## config.mk

```make
export PLATFORM = sky130hd
export DESIGN_NAME = tdm_demuxer
export DESIGN_NICKNAME = d
export VERILOG_FILES = /design/src/rtl/tdm_pkg.sv /design/src/rtl/tdm_slot_decoder.sv /design/src/rtl/tdm_demuxer.sv
export SDC_FILE = /design/constraint.sdc
export NUM_CORES = 1
export LEC_CHECK = 0
export BUFFER_PORTS_ARGS = -buffer_cell sky130_fd_sc_hd__buf_2
export CAP_MARGIN = 40
export CORE_UTILIZATION = 53
export CTS_BUF_LIST = sky130_fd_sc_hd__clkbuf_4 sky130_fd_sc_hd__clkbuf_8
export CTS_CLUSTER_DIAMETER = 120
export CTS_CLUSTER_SIZE = 10
export DETAILED_ROUTE_END_ITERATION = 10
export PLACE_DENSITY = 0.78
export SLEW_MARGIN = 30
export SYNTH_ARGS = -nofsm -noshare
export SYNTH_HDL_FRONTEND = slang
export SYNTH_SLANG_ARGS = --single-unit
```

## constraint.sdc

```tcl
create_clock -name clock -period 2.3 [get_ports clock]
set_input_delay 0.575 -clock clock [delete_from_list [all_inputs] [get_ports clock]]
set_output_delay 0.575 -clock clock [all_outputs]
set_load 0.02 [all_outputs]
```

## src/rtl/tdm_pkg.sv

```systemverilog
// ----------------------------------------------------------------------------
// tdm_pkg
// Shared types and helpers for the TDM demultiplexer slice.
//   tdm_state_t : receiver state (HUNT = waiting for a sync word,
//                 RUN = partial frame in progress)
//   slot_width  : width of the binary slot counter for a given channel count
//   N_CH_MIN/MAX: legal channel-count range
// ----------------------------------------------------------------------------
package tdm_pkg;

    typedef enum logic {
        HUNT = 1'b0,
        RUN  = 1'b1
    } tdm_state_t;

    localparam int unsigned N_CH_MIN = 2;
    localparam int unsigned N_CH_MAX = 16;

    // clog2 of the channel count, never narrower than one bit
    function automatic int unsigned slot_width(input int unsigned n);
        return (n <= 2) ? 1 : $clog2(n);
    endfunction

endpackage

```

## src/rtl/tdm_slot_decoder.sv

```systemverilog
// ----------------------------------------------------------------------------
// tdm_slot_decoder
// Combinational binary-to-one-hot decoder producing shadow-buffer write
// enables.
//   slot : binary slot index (SLOT_W bits)
//   en   : write this cycle
//   we   : one-hot write enable, bit k set when en and slot == k
// ----------------------------------------------------------------------------
module tdm_slot_decoder
    import tdm_pkg::*;
#(
    parameter int unsigned N_CH   = 4,
    parameter int unsigned SLOT_W = slot_width(N_CH)
) (
    input  logic [SLOT_W-1:0] slot,
    input  logic              en,
    output logic [N_CH-1:0]   we
);

    always_comb begin
        we = '0;
        for (int unsigned k = 0; k < N_CH; k++) begin
            we[k] = en && (slot == SLOT_W'(k));
        end
    end

endmodule

```

## src/rtl/tdm_demuxer.sv

```systemverilog
// ----------------------------------------------------------------------------
// tdm_demuxer
// Receiving end of a TDM link: collects N_CH words (slot 0 flagged by
// frame_sync) into a shadow buffer and publishes the complete frame to
// out_data atomically.
//   clock, reset : rising-edge clock, asynchronous active-high reset
//   in_valid     : word present on in_data
//   frame_sync   : word is slot 0 of a new frame (qualified by in_valid)
//   in_data      : W-bit lane data
//   in_parity    : even parity over in_data (only with TDM_DEMUX_PARITY_EN)
//   out_data     : last complete frame, channel k at bits [k*W +: W]
//   out_valid    : one-cycle pulse when out_data has just been updated
//   frame_err    : one-cycle pulse on premature sync or parity error
//   busy         : partial frame in progress
// Optional feature macro: TDM_DEMUX_PARITY_EN
// ----------------------------------------------------------------------------
module tdm_demuxer
    import tdm_pkg::*;
#(
    parameter int unsigned N_CH = 4,
    parameter int unsigned W    = 8
) (
    input  logic              clock,
    input  logic              reset,
    input  logic              in_valid,
    input  logic              frame_sync,
    input  logic [W-1:0]      in_data,
`ifdef TDM_DEMUX_PARITY_EN
    input  logic              in_parity,
`endif
    output logic [N_CH*W-1:0] out_data,
    output logic              out_valid,
    output logic              frame_err,
    output logic              busy
);

    localparam int unsigned       SLOT_W    = slot_width(N_CH);
    localparam logic [SLOT_W-1:0] LAST_SLOT = SLOT_W'(N_CH - 1);

    if (N_CH < N_CH_MIN || N_CH > N_CH_MAX) begin : g_bad_n_ch
        $error("tdm_demuxer: N_CH out of legal range");
    end

    tdm_state_t        state, state_next;
    logic [SLOT_W-1:0] slot, slot_next;
    logic [N_CH*W-1:0] shadow, shadow_next;
    logic [SLOT_W-1:0] wr_idx;
    logic              wr_go;
    logic              publish;
    logic              err;
    logic              parity_ok;
    logic [N_CH-1:0]   we;

`ifdef TDM_DEMUX_PARITY_EN
    assign parity_ok = ((^in_data) == in_parity);
`else
    assign parity_ok = 1'b1;
`endif

    assign busy = (state == RUN);

    tdm_slot_decoder #(
        .N_CH   (N_CH),
        .SLOT_W (SLOT_W)
    ) u_slot_decoder (
        .slot (wr_idx),
        .en   (wr_go),
        .we   (we)
    );

    always_comb begin
        state_next = state;
        slot_next  = slot;
        wr_idx     = slot;
        wr_go      = 1'b0;
        publish    = 1'b0;
        err        = 1'b0;
        if (in_valid) begin
            unique case (state)
                HUNT: begin
                    // non-sync words are dropped silently while hunting
                    if (frame_sync) begin
                        if (parity_ok) begin
                            wr_idx     = '0;
                            wr_go      = 1'b1;
                            slot_next  = SLOT_W'(1);
                            state_next = RUN;
                        end else begin
                            err = 1'b1;
                        end
                    end
                end
                RUN: begin
                    if (!parity_ok) begin
                        err        = 1'b1;
                        slot_next  = '0;
                        state_next = HUNT;
                    end else if (frame_sync) begin
                        // premature sync restarts the frame at slot 0
                        err       = 1'b1;
                        wr_idx    = '0;
                        wr_go     = 1'b1;
                        slot_next = SLOT_W'(1);
                    end else begin
                        wr_go = 1'b1;
                        if (slot == LAST_SLOT) begin
                            publish    = 1'b1;
                            slot_next  = '0;
                            state_next = HUNT;
                        end else begin
                            slot_next = slot + SLOT_W'(1);
                        end
                    end
                end
                default: begin
                    state_next = HUNT;
                    slot_next  = '0;
                end
            endcase
        end
    end

    // merged view of the shadow including the word written this cycle, so the
    // last slot reaches out_data at the same edge it is accepted
    always_comb begin
        shadow_next = shadow;
        for (int unsigned k = 0; k < N_CH; k++) begin
            if (we[k]) begin
                shadow_next[k*W +: W] = in_data;
            end
        end
    end

    always_ff @(posedge clock or posedge reset) begin
        if (reset) begin
            state     <= HUNT;
            slot      <= '0;
            shadow    <= '0;
            out_data  <= '0;
            out_valid <= 1'b0;
            frame_err <= 1'b0;
        end else begin
            state     <= state_next;
            slot      <= slot_next;
            shadow    <= shadow_next;
            out_valid <= publish;
            frame_err <= err;
            if (publish) begin
                out_data <= shadow_next;
            end
        end
    end

endmodule

```

==> impl_metrics.toml <==
[yosys]
synth_area_leaders = "dfrtp_1 56%, mux2_2 10%, o211ai_1 9.7%"
synth_area_sq_um = 3100
synth_edf_count = 0
yosys.cell_count.top_type = "dfrtp_1"
synth-seq-cells = 69
synth_seq_area_share = 0.557
yosys_warnings = 0
ys_types = 33
avgSynthCellArea_sq_um = 11.7
synth_top_cell_area_share = 0.557
synth_top_area_cell = "dfrtp_1"
synth_common_cells = "69 x dfrtp_1, 44 x nand2_1, 40 x o211ai_1"
synth-main-ff-cell = "dfrtp_1"
synth-async-reset-ratio = 1.00
syn_inst = 265
synth_nets = 278

[cts]
numCtsBuffers = 9
clkLatencyLatePin_ps = 340
cts.sinks = 69
cts_max_path_buffers = 2
cts_hold_buf = 0
root_buffer = "clkbuf_8"
cts_tree = "done"
post_cts_resized = 0
htree_levels = 3
post_cts_buffers = 0
clkSlewWorstSetupHoldPaths_ps = 70

[critical_path]
reg2reg_from = "slot[0]$_DFFE_PP0P_"
crit_required_ps = 2520
start_kind = "register"
critical_path_arrival_ps = 2070
rrSetupSlack_ps = 450
path_max_fanout = 16
crit_start = "slot[0]$_DFFE_PP0P_"
critPathKind = "register to register"
critical_path.endpoint_type = "register"

[global_routing]
grt_pass1_vias = 2249
grt_pass1_wl_um = 11100
grt_use_total = 0.238
grt-ovfl-total = 0
grt_max_degree = 46
antenna_found_initial = 0

[die]
start_util = 0.556
die_w_um = 78.5
placeableCoreArea_sq_um = 5570
row_count = 27
dieArea_sq_um = 6160
ios = 47
chipHeight_um = 78.5

[hold_path]
min_path_type = "input port to asynchronous set/reset pin"

[placement]
dp_hpwl_um = 4380
port_buffers = 46
place_congestion = 0.793

[finish]
fin_util = 0.636
area_growth_pct = 14.5
fin_nets = 320
diodes = 0
layout-drive-gt1-share = 0.344

[pwr]
p_seq_frac = 0.454
p_sw_frac = 0.356
vdd_drop_max_mv = 0.550
finalPower_w = 0.00442
p_leak_nw = 1.62
p_clk_frac = 0.206
switchingPower_w = 0.00157
intPower_w = 0.00285
combPwrFrac = 0.340
powerDensity_nw_per_um2 = 1250

[route]
avgRoutedWirePerCell_um = 16.9
first_pass_iters = 6
wl_met1_um = 3110
drt_first_iter_violations = 140
wl_um = 6490
via_per_inst = 6.00
antenna_left = 0
drc = 0
dr_wl_met3_um = 313
met2_length_um = 2950
vias = 2297
top_layer_used = "met4"

[sta]
slew_violations = 0
worst_pin_slew_ps = 691
finalClockSkew_ps = 7.29
fin_crit_ps = 1850
fmax_mhz = 541
rsz0062_at_grt = "no"
setup_viol = 0
setup_tns_ps = 0
post-route-period-util = 0.804
slew_headroom = 0.539
hold_violations = 0

[outcome]
status = "completed"

[run]
maxCapViolCount = 0
## per-stage QoR
stage,area [sq um],hold WS (ps),setup slack [ps],cells
2_1_floorplan,3100,464,490,265
3_3_place_gp,3360,474,267,368
3_5_place_dp,3360,474,261,368
4_1_cts,3550,296,454,383
5_1_grt,3550,326,376,383
6_report,3550,279,451,383
## logic make-up after synthesis
family	Yosys count	share of synthesized area
mux	32	0.119
simple gates	83	0.140
compound gates	52	0.128
flops	69	0.557
fa+ha+maj	1	0.00404
buf+inv	28	0.0513
## sequential cells by signal, indices dropped and copies added (netlist names)
signal and cells:
busy 1, frame_err 1, out_data 32, out_valid 1, shadow 32, slot 2
## layout by cell type (no fill, tap or decap), types with 8 or more instances in the layout
cell,n
dfrtp_1,69
buf_2,46
nand2_1,44
o211ai_1,40
mux2_2,28
nand4_1,16
clkbuf_8,12
nand3_1,9
buf_4,9
o311ai_0,8
## cell type report
type / count / area (sq um)
Timing Repair Buffer: 56 / 318
Fill cell: 432 / 2030
Tap cell: 72 / 90.1
Multi-Input combinational cell: 168 / 1210
Clock buffer: 14 / 180
Sequential cell: 69 / 1730
Inverter: 3 / 15.0
Clock inverter: 1 / 5.00
## metal layers
| layer | up-vias | GRT usage |
|---|---|---|
| met2 | 73 | 0.354 |
| met5 | - | 0 |
| li1 | 1060 | - |
| met3 | 13 | 0.0395 |
| met1 | 1151 | 0.339 |
| met4 | 0 | 0.120 |
## final timing paths
path	to	depth (start not counted)
setup / recovery	shadow[17]$_DFF_PP0_	3
hold / removal	out_data[8]$_DFFE_PP0P_	2
setup reg to reg	shadow[17]$_DFF_PP0_	3
hold reg to reg	out_data[31]$_DFFE_PP0P_	2
max in group asynchronous	out_data[27]$_DFFE_PP0P_	3
min in group clock	out_data[31]$_DFFE_PP0P_	2
## worst max-delay path, stage by stage (launching register included)
cell and delay (ps):
dfrtp_1 450, buf_4 200, or3_1 670, mux2_4 410
## power groups by stage
stage	Clock [W]	Sequential [W]	Combinational [W]
floorplan	0	0.00224	0.000829
CTS	0.000925	0.00201	0.00151
detailed placement	0	0.00203	0.00151
global placement	0	0.00199	0.00147
finish	0.000909	0.00201	0.00150
global route	0.000969	0.00207	0.00164
No activity file was read; power rests on OpenSTA's default activity.
